## config.mk

```make
export PLATFORM = sky130hd
export DESIGN_NAME = smi_stream_ctrl
export DESIGN_NICKNAME = d
export VERILOG_FILES = /design/src/rtl/smi_stream_ctrl.sv
export SDC_FILE = /design/constraint.sdc
export NUM_CORES = 1
export LEC_CHECK = 0
export BUFFER_PORTS_ARGS = -buffer_cell sky130_fd_sc_hd__buf_2
export CAP_MARGIN = 20
export CORE_MARGIN = 1.5
export CORE_UTILIZATION = 30
export CTS_CLUSTER_SIZE = 25
export DETAILED_ROUTE_END_ITERATION = 7
export HOLD_SLACK_MARGIN = 0.12
export PLACE_DENSITY_LB_ADDON = 0.08
export SYNTH_ARGS = -nofsm -noshare
export SYNTH_HDL_FRONTEND = slang
export SYNTH_SLANG_ARGS = --single-unit
```

## constraint.sdc

```tcl
create_clock -name i_sys_clk -period 13.35 [get_ports i_sys_clk]
set_clock_uncertainty 0.15 [all_clocks]
set_input_delay 2.0025 -clock i_sys_clk [delete_from_list [all_inputs] [get_ports i_sys_clk]]
set_output_delay 2.0025 -clock i_sys_clk [all_outputs]
set_load 0.03 [all_outputs]
```

## src/rtl/smi_stream_ctrl.sv

```systemverilog
// rtl/smi_stream_ctrl.sv - SMI byte-bus bridge for NUM_CH RX FIFOs, one TX FIFO and status registers
module smi_stream_ctrl #(
    parameter int         NUM_CH     = 2,
    parameter int         WORD_W     = 32,
    parameter logic [7:0] MODULE_VER = 8'h02
) (
    input  logic                     i_sys_clk,
    input  logic                     i_reset,
    input  logic [4:0]               i_ioc,
    input  logic [7:0]               i_data_in,
    output logic [7:0]               o_data_out,
    input  logic                     i_cs,
    input  logic                     i_fetch_cmd,
    input  logic                     i_load_cmd,
    output logic [NUM_CH-1:0]        o_rx_fifo_pull,
    input  logic [NUM_CH*WORD_W-1:0] i_rx_fifo_data,
    input  logic [NUM_CH-1:0]        i_rx_fifo_empty,
    input  logic [NUM_CH-1:0]        i_rx_fifo_full,
    output logic                     o_tx_fifo_push,
    output logic [WORD_W-1:0]        o_tx_fifo_data,
    input  logic                     i_tx_fifo_full,
    input  logic [2:0]               i_smi_a,
    input  logic                     i_smi_soe_se,
    input  logic                     i_smi_swe_srw,
    input  logic [7:0]               i_smi_data_in,
    output logic [7:0]               o_smi_data_out,
    output logic                     o_smi_read_req,
    output logic                     o_smi_write_req,
    output logic                     o_smi_writing
);

    localparam int            BPW    = WORD_W / 8;
    localparam int            CW     = $clog2(BPW + 1);
    localparam logic [CW-1:0] C_FULL = CW'(BPW);
    localparam logic [CW-1:0] C_LAST = CW'(BPW - 1);
    localparam logic [2:0]    C_NCH  = 3'(NUM_CH);

    logic              r_soe_s1, r_soe_s2, r_soe_d;
    logic              r_swe_s1, r_swe_s2, r_swe_d;
    logic              w_soe_fall, w_swe_rise;

    logic [WORD_W-1:0] r_hold [NUM_CH];
    logic [CW-1:0]     r_cnt  [NUM_CH];
    logic [NUM_CH-1:0] r_pull, r_load;
    logic [NUM_CH-1:0] w_sel_oh;
    logic              w_sel_ok;
    logic              w_avail;
    logic [7:0]        w_rd_byte;

    logic [WORD_W-1:0] r_acc, r_tx_data, w_acc_next;
    logic [CW-1:0]     r_tx_cnt;
    logic              r_tx_push, r_a2_d;
    logic              w_wr_byte, w_wr_last, w_mode_exit;

    logic [7:0]        r_err, w_err_set, w_err_clr, w_status;
    logic [7:0]        r_data_out, r_smi_data_out;
    logic              r_read_req, r_write_req;

    // Pad strobes are asynchronous: two sync flops plus a delayed copy for edge detection
    always_ff @(posedge i_sys_clk or posedge i_reset) begin
        if (i_reset) begin
            r_soe_s1 <= 1'b0;
            r_soe_s2 <= 1'b0;
            r_soe_d  <= 1'b0;
            r_swe_s1 <= 1'b0;
            r_swe_s2 <= 1'b0;
            r_swe_d  <= 1'b0;
        end else begin
            r_soe_s1 <= i_smi_soe_se;
            r_soe_s2 <= r_soe_s1;
            r_soe_d  <= r_soe_s2;
            r_swe_s1 <= i_smi_swe_srw;
            r_swe_s2 <= r_swe_s1;
            r_swe_d  <= r_swe_s2;
        end
    end

    assign w_soe_fall  = r_soe_d & ~r_soe_s2;
    assign w_swe_rise  = r_swe_s2 & ~r_swe_d;
    assign w_sel_ok    = ~i_smi_a[2] && (i_smi_a < C_NCH);
    assign w_wr_byte   = w_swe_rise & i_smi_a[2];
    assign w_wr_last   = w_wr_byte & (r_tx_cnt == C_LAST);
    assign w_mode_exit = r_a2_d & ~i_smi_a[2];
    assign w_acc_next  = {r_acc[WORD_W-9:0], i_smi_data_in};

    // Channel select, current read byte (MSB first), availability and status/error set vectors
    always_comb begin
        w_sel_oh  = '0;
        w_rd_byte = 8'h00;
        w_avail   = 1'b0;
        w_status  = 8'h00;
        w_err_set = 8'h00;
        w_err_clr = 8'h00;
        for (int k = 0; k < NUM_CH; k++) begin
            w_sel_oh[k] = w_sel_ok && (i_smi_a[1:0] == 2'(k));
            if (w_sel_oh[k] && (r_cnt[k] != '0))
                w_rd_byte = 8'(r_hold[k] >> {r_cnt[k] - 1'b1, 3'b000});
            if ((r_cnt[k] != '0) || !i_rx_fifo_empty[k])
                w_avail = 1'b1;
            w_status[2*k]     = i_rx_fifo_empty[k];
            w_status[2*k + 1] = i_rx_fifo_full[k];
            w_err_set[2 + k]  = w_soe_fall && w_sel_oh[k] && (r_cnt[k] == '0);
        end
        w_err_set[0] = w_soe_fall && ~i_smi_a[2] && ~w_sel_ok;
        w_err_set[1] = w_wr_last && i_tx_fifo_full;
        if (i_cs && i_load_cmd && (i_ioc == 5'd3))
            w_err_clr = i_data_in;
    end

    // Per-channel prefetch, load of the pulled word and byte countdown on SOE falling edges
    always_ff @(posedge i_sys_clk or posedge i_reset) begin
        if (i_reset) begin
            for (int k = 0; k < NUM_CH; k++) begin
                r_hold[k] <= '0;
                r_cnt[k]  <= '0;
            end
            r_pull <= '0;
            r_load <= '0;
        end else begin
            for (int k = 0; k < NUM_CH; k++) begin
                r_pull[k] <= (r_cnt[k] == '0) && !i_rx_fifo_empty[k] && !r_pull[k] && !r_load[k];
                r_load[k] <= r_pull[k];
                if (r_load[k]) begin
                    r_hold[k] <= i_rx_fifo_data[k*WORD_W +: WORD_W];
                    r_cnt[k]  <= C_FULL;
                end else if (w_soe_fall && w_sel_oh[k] && (r_cnt[k] != '0)) begin
                    r_cnt[k] <= r_cnt[k] - 1'b1;
                end
            end
        end
    end

    // Byte packing into words; a full word is pushed unless the TX FIFO is full
    always_ff @(posedge i_sys_clk or posedge i_reset) begin
        if (i_reset) begin
            r_acc     <= '0;
            r_tx_cnt  <= '0;
            r_tx_data <= '0;
            r_tx_push <= 1'b0;
            r_a2_d    <= 1'b0;
        end else begin
            r_a2_d    <= i_smi_a[2];
            r_tx_push <= 1'b0;
            if (w_mode_exit) begin
                r_acc    <= '0;
                r_tx_cnt <= '0;
            end else if (w_wr_byte) begin
                r_acc <= w_acc_next;
                if (w_wr_last) begin
                    r_tx_cnt <= '0;
                    if (!i_tx_fifo_full) begin
                        r_tx_push <= 1'b1;
                        r_tx_data <= w_acc_next;
                    end
                end else begin
                    r_tx_cnt <= r_tx_cnt + 1'b1;
                end
            end
        end
    end

    // Sticky error flags: a set in the same cycle as a clear wins
    always_ff @(posedge i_sys_clk or posedge i_reset) begin
        if (i_reset)
            r_err <= 8'h00;
        else
            r_err <= (r_err & ~w_err_clr) | w_err_set;
    end

    // Registered register-read port and SMI-side outputs
    always_ff @(posedge i_sys_clk or posedge i_reset) begin
        if (i_reset) begin
            r_data_out     <= 8'h00;
            r_smi_data_out <= 8'h00;
            r_read_req     <= 1'b0;
            r_write_req    <= 1'b0;
        end else begin
            r_smi_data_out <= w_rd_byte;
            r_read_req     <= w_avail;
            r_write_req    <= ~i_tx_fifo_full;
            if (i_cs && i_fetch_cmd) begin
                case (i_ioc)
                    5'd0:    r_data_out <= MODULE_VER;
                    5'd1:    r_data_out <= w_status;
                    5'd2:    r_data_out <= r_err;
                    default: r_data_out <= r_data_out;
                endcase
            end
        end
    end

    assign o_data_out      = r_data_out;
    assign o_rx_fifo_pull  = r_pull;
    assign o_tx_fifo_push  = r_tx_push;
    assign o_tx_fifo_data  = r_tx_data;
    assign o_smi_data_out  = r_smi_data_out;
    assign o_smi_read_req  = r_read_req;
    assign o_smi_write_req = r_write_req;
    assign o_smi_writing   = i_smi_a[2];

endmodule
```

==> parameters.txt <==
Parameter                              Value

STA
  Total count of max-transition violations in the final report ... 0
  Number of endpoints failing setup at the final stage ... 0
  Worst-margin pin slew ... 1.03 ns
  Min setup slack post-route ... 8.76 ns
  Post-route setup TNS ... 0 ns
  Slew Limit Headroom ... 30.8%
  Crit share post-route ... 34.4%
  Max Fclk ... 0.218 GHz
  Crit path time final ... 4.59 ns
  RSZ-0062 raised after global routing ... false
  Worst hold slack ... 0.203 ns
  Number of hold violations in the final report ... 0

Setup path
  Worst path max stage delay ... 0.24 ns
  Reg2Reg Launch Point ... r_cnt[3]$_DFFE_PP0P_
  Critical-path cell list ... buf_2 -> buf_2
  Number of buffers and inverters on the critical path ... 2
  Setup crit end kind ... primary output
  Setup crit start ... i_smi_a[2]
  CP delay by family, top ... buffers and inverters
  Register-to-Register Setup Slack ... 10.36 ns
  CP arrival ... 2.44 ns
  Worst EP required ... 11.20 ns
  Logic depth of the worst setup path including buffers ... 2
  Startpoint type of the worst setup path ... input pin
  CP endpoint ... o_smi_writing
  Most prevalent standard cell on the critical path ... sky130_fd_sc_hd__buf_2
  Critical Path Fanout Max ... 11
  R2R Path End ... r_cnt[5]$_DFFE_PP0P_
  Max stage delay cell, worst path ... sky130_fd_sc_hd__buf_2
  Number of cells on the worst reg-to-reg path ... 6
  Setup CP Type ... input pin to primary output

Global routing
  Pin count of the biggest net entering global routing ... 89
  Residual overflow from global routing ... 0
  Number of global-route vias before repair ... 4734
  Total routing resource utilization after global routing ... 13.8%
  Wire length of the first global-routing pass ... 25.7 mm
  Initial antenna violation count ... 3

Drt
  Total number of vias ... 4451
  Detailed Route Iter0 Violations ... 196
  Average routed wire per standard cell ... 16.3 um
  Vias per cell ... 4.51
  Remaining antenna violation count ... 0
  First-pass DRT Iterations ... 4
  DRC errors left ... 0
  Total length of routed wires ... 16.0 mm

Final layout
  Growth of design area from synthesis to finish ... 24.4%
  Share of layout cells above drive strength 1 ... 46.7%
  Net count of the finished layout ... 764
  Area of all placed cells without fillers ... 8720 um^2

CTS
  CTS Root Buffer Type ... sky130_fd_sc_hd__clkbuf_16
  Number of sinks handled by clock tree synthesis ... 167
  TritonCTS clock tree ... yes
  Clock latency at the later pin of the worst-skew pair ... 0.42 ns
  Number of hold-repair buffers added at the cts stage ... 0
  CTS H-Tree Depth ... 4
  # resized after CTS ... 0
  Buffers from clock root to sink, at most ... 2
  Clock transition at path regs ... 0.07 ns
  Number of buffers inserted to repair setup after CTS ... 0
  Number of CTS-inserted buffers ... 17

Min path
  Number of cells on the worst hold path ... 0
  Class of the tightest hold or removal check ... register to register

Logic synthesis
  Flop and latch count out of synthesis ... 167
  Flip-flop cell with the highest count after synthesis ... sky130_fd_sc_hd__dfrtp_1
  Share of the yosys chip area belonging to registers ... 59.6%
  Syn_area_per_cell ... 13.8 um^2
  Post-synth net total ... 613
  Distinct cell type count of the synthesized netlist ... 44
  Number of enable flip-flop cells after synthesis ... 0
  Share of synthesized flip-flops with an asynchronous set or reset ... 100%
  Syn Inst Count ... 508
  Count of yosys warnings during synthesis ... 0
  Total standard cell area after synthesis ... 7010 um^2

Floorplanning
  Die Y ... 156 um
  Total core area ... 22800 um^2
  Boundary pin count ... 154
  # rows ... 55
  Die width ... 156 um
  Die area ... 24300 um^2
  Initial standard-cell utilization of the core ... 30.8%

Place
  Gpl congestion ... 0.714
  Port bufs ... 153
  Post-placement setup slack ... 8.58 ns
  Cell area after placement ... 8060 um^2
  Detailed placement HPWL ... 11.2 mm

Power
  Power density over the cells ... 181 nW/um^2
  Leakage dissipation ... 4.36 nW
  Largest vdd supply drop ... 0.0762 mV

Run
  Maximum capacitance violations ... 0

Outcome
  Run status ... complete, no violations
per-layer routing:
metal  track usage, %  vias to the layer above  wire, um
li1                 -                     2094         -
met1             17.5                     2232      7110
met2             22.5                      108      7790
met3             4.47                       13       958
met4             4.35                        4       155
met5                0                        -        26
how the worst min path moves through the flow:
stage / from / to
2_1_floorplan: r_soe_s1$_DFF_PP0_ / r_soe_s2$_DFF_PP0_
3_3_place_gp: r_soe_s1$_DFF_PP0_ / r_soe_s2$_DFF_PP0_
6_report: r_soe_s1$_DFF_PP0_ / r_soe_s2$_DFF_PP0_
5_1_grt: r_soe_s1$_DFF_PP0_ / r_soe_s2$_DFF_PP0_
3_5_place_dp: r_soe_s1$_DFF_PP0_ / r_soe_s2$_DFF_PP0_
4_1_cts: r_soe_s1$_DFF_PP0_ / r_soe_s2$_DFF_PP0_
registers in the layout (all words and copies together), names as in the netlist, 2 cells and up:
signal,cells
o_smi_data_out,8
o_rx_fifo_pull,2
r_acc,24
o_tx_fifo_data,32
r_hold,64
r_err,8
r_tx_cnt,3
o_data_out,8
r_load,2
r_cnt,6
synth_stat cells, drive strengths merged (4+ instances only):
master / instances / area [um^2]
nor2b: 9 / 56.3
o21ai: 11 / 55.1
dfrtp: 167 / 4180
clkbuf: 12 / 45.0
ha: 5 / 62.6
nand4: 4 / 25.0
mux2i: 5 / 50.1
nand2b: 5 / 31.3
inv: 24 / 90.1
nand2: 56 / 210
nand3: 32 / 178
mux2: 100 / 1230
buf: 15 / 100
a21oi: 8 / 40.0
mux4: 16 / 360
a21boi: 4 / 30.0
per-stage QoR:
stage                     cells  utilization [%]  total power, W
after floorplan             508                -        0.000982
after global placement      950             35.4         0.00109
after detailed placement    950             35.4         0.00110
after CTS                   982             38.0         0.00162
after global routing        985             38.3         0.00169
final                       986             38.3         0.00158
final cells by class:
| cell class | count | area (um^2) |
|---|---|---|
| Fill cell | 2216 | 14100 |
| Sequential cell | 167 | 4180 |
| Multi-Input combinational cell | 290 | 2610 |
| Timing Repair Buffer | 159 | 846 |
| Clock buffer | 17 | 425 |
| Tap cell | 313 | 392 |
| Clock inverter | 15 | 180 |
| Inverter | 24 | 95.1 |
| Antenna cell | 1 | 2.50 |
power breakdown:
group | internal, W | leakage (nW) | total (W) | switching (W)
logic | 0.000211 | 1.91 | 0.000389 | 0.000179
clock network | 0.000269 | 0.291 | 0.000501 | 0.000231
registers | 0.000621 | 2.15 | 0.000692 | 0.0000710
total | 0.00110 | 4.36 | 0.00158 | 0.000481
worst reg2reg max path, stage by stage, from the launching register on:
cell                      delay [ns]
sky130_fd_sc_hd__dfrtp_1        0.78
sky130_fd_sc_hd__inv_1          0.12
sky130_fd_sc_hd__ha_1           0.24
sky130_fd_sc_hd__ha_1           0.25
sky130_fd_sc_hd__nor4_2         0.89
sky130_fd_sc_hd__and2_1         0.31
sky130_fd_sc_hd__mux2i_1        0.19
cell usage in the layout, fill, tap and decap left out, types with 5 or more instances in the layout:
master | synthesis | final
sky130_fd_sc_hd__a21oi_1 | 8 | 8
sky130_fd_sc_hd__buf_2 | 8 | 153
sky130_fd_sc_hd__clkbuf_16 | 0 | 17
sky130_fd_sc_hd__dfrtp_1 | 167 | 167
sky130_fd_sc_hd__ha_1 | 5 | 5
sky130_fd_sc_hd__inv_1 | 24 | 23
sky130_fd_sc_hd__inv_8 | 0 | 6
sky130_fd_sc_hd__mux2_2 | 71 | 71
sky130_fd_sc_hd__mux2_4 | 29 | 29
sky130_fd_sc_hd__mux2i_1 | 5 | 5
sky130_fd_sc_hd__mux4_2 | 16 | 16
sky130_fd_sc_hd__nand2_1 | 56 | 56
sky130_fd_sc_hd__nand2b_1 | 5 | 5
sky130_fd_sc_hd__nand3_1 | 30 | 30
sky130_fd_sc_hd__nor2b_1 | 9 | 9
sky130_fd_sc_hd__o21ai_0 | 10 | 10
cell families (layout without fill, tap and decap cells):
family	Yosys count	count (layout)	share of synthesized area (%)
flops	167	167	59.6
simple gates	125	125	8.99
mux	121	121	23.5
buf+inv	51	215	3.35
compound gates	39	39	3.71
fa+ha+maj	5	5	0.892
other cells	0	1	0
Power figures use the tool's default switching activity.
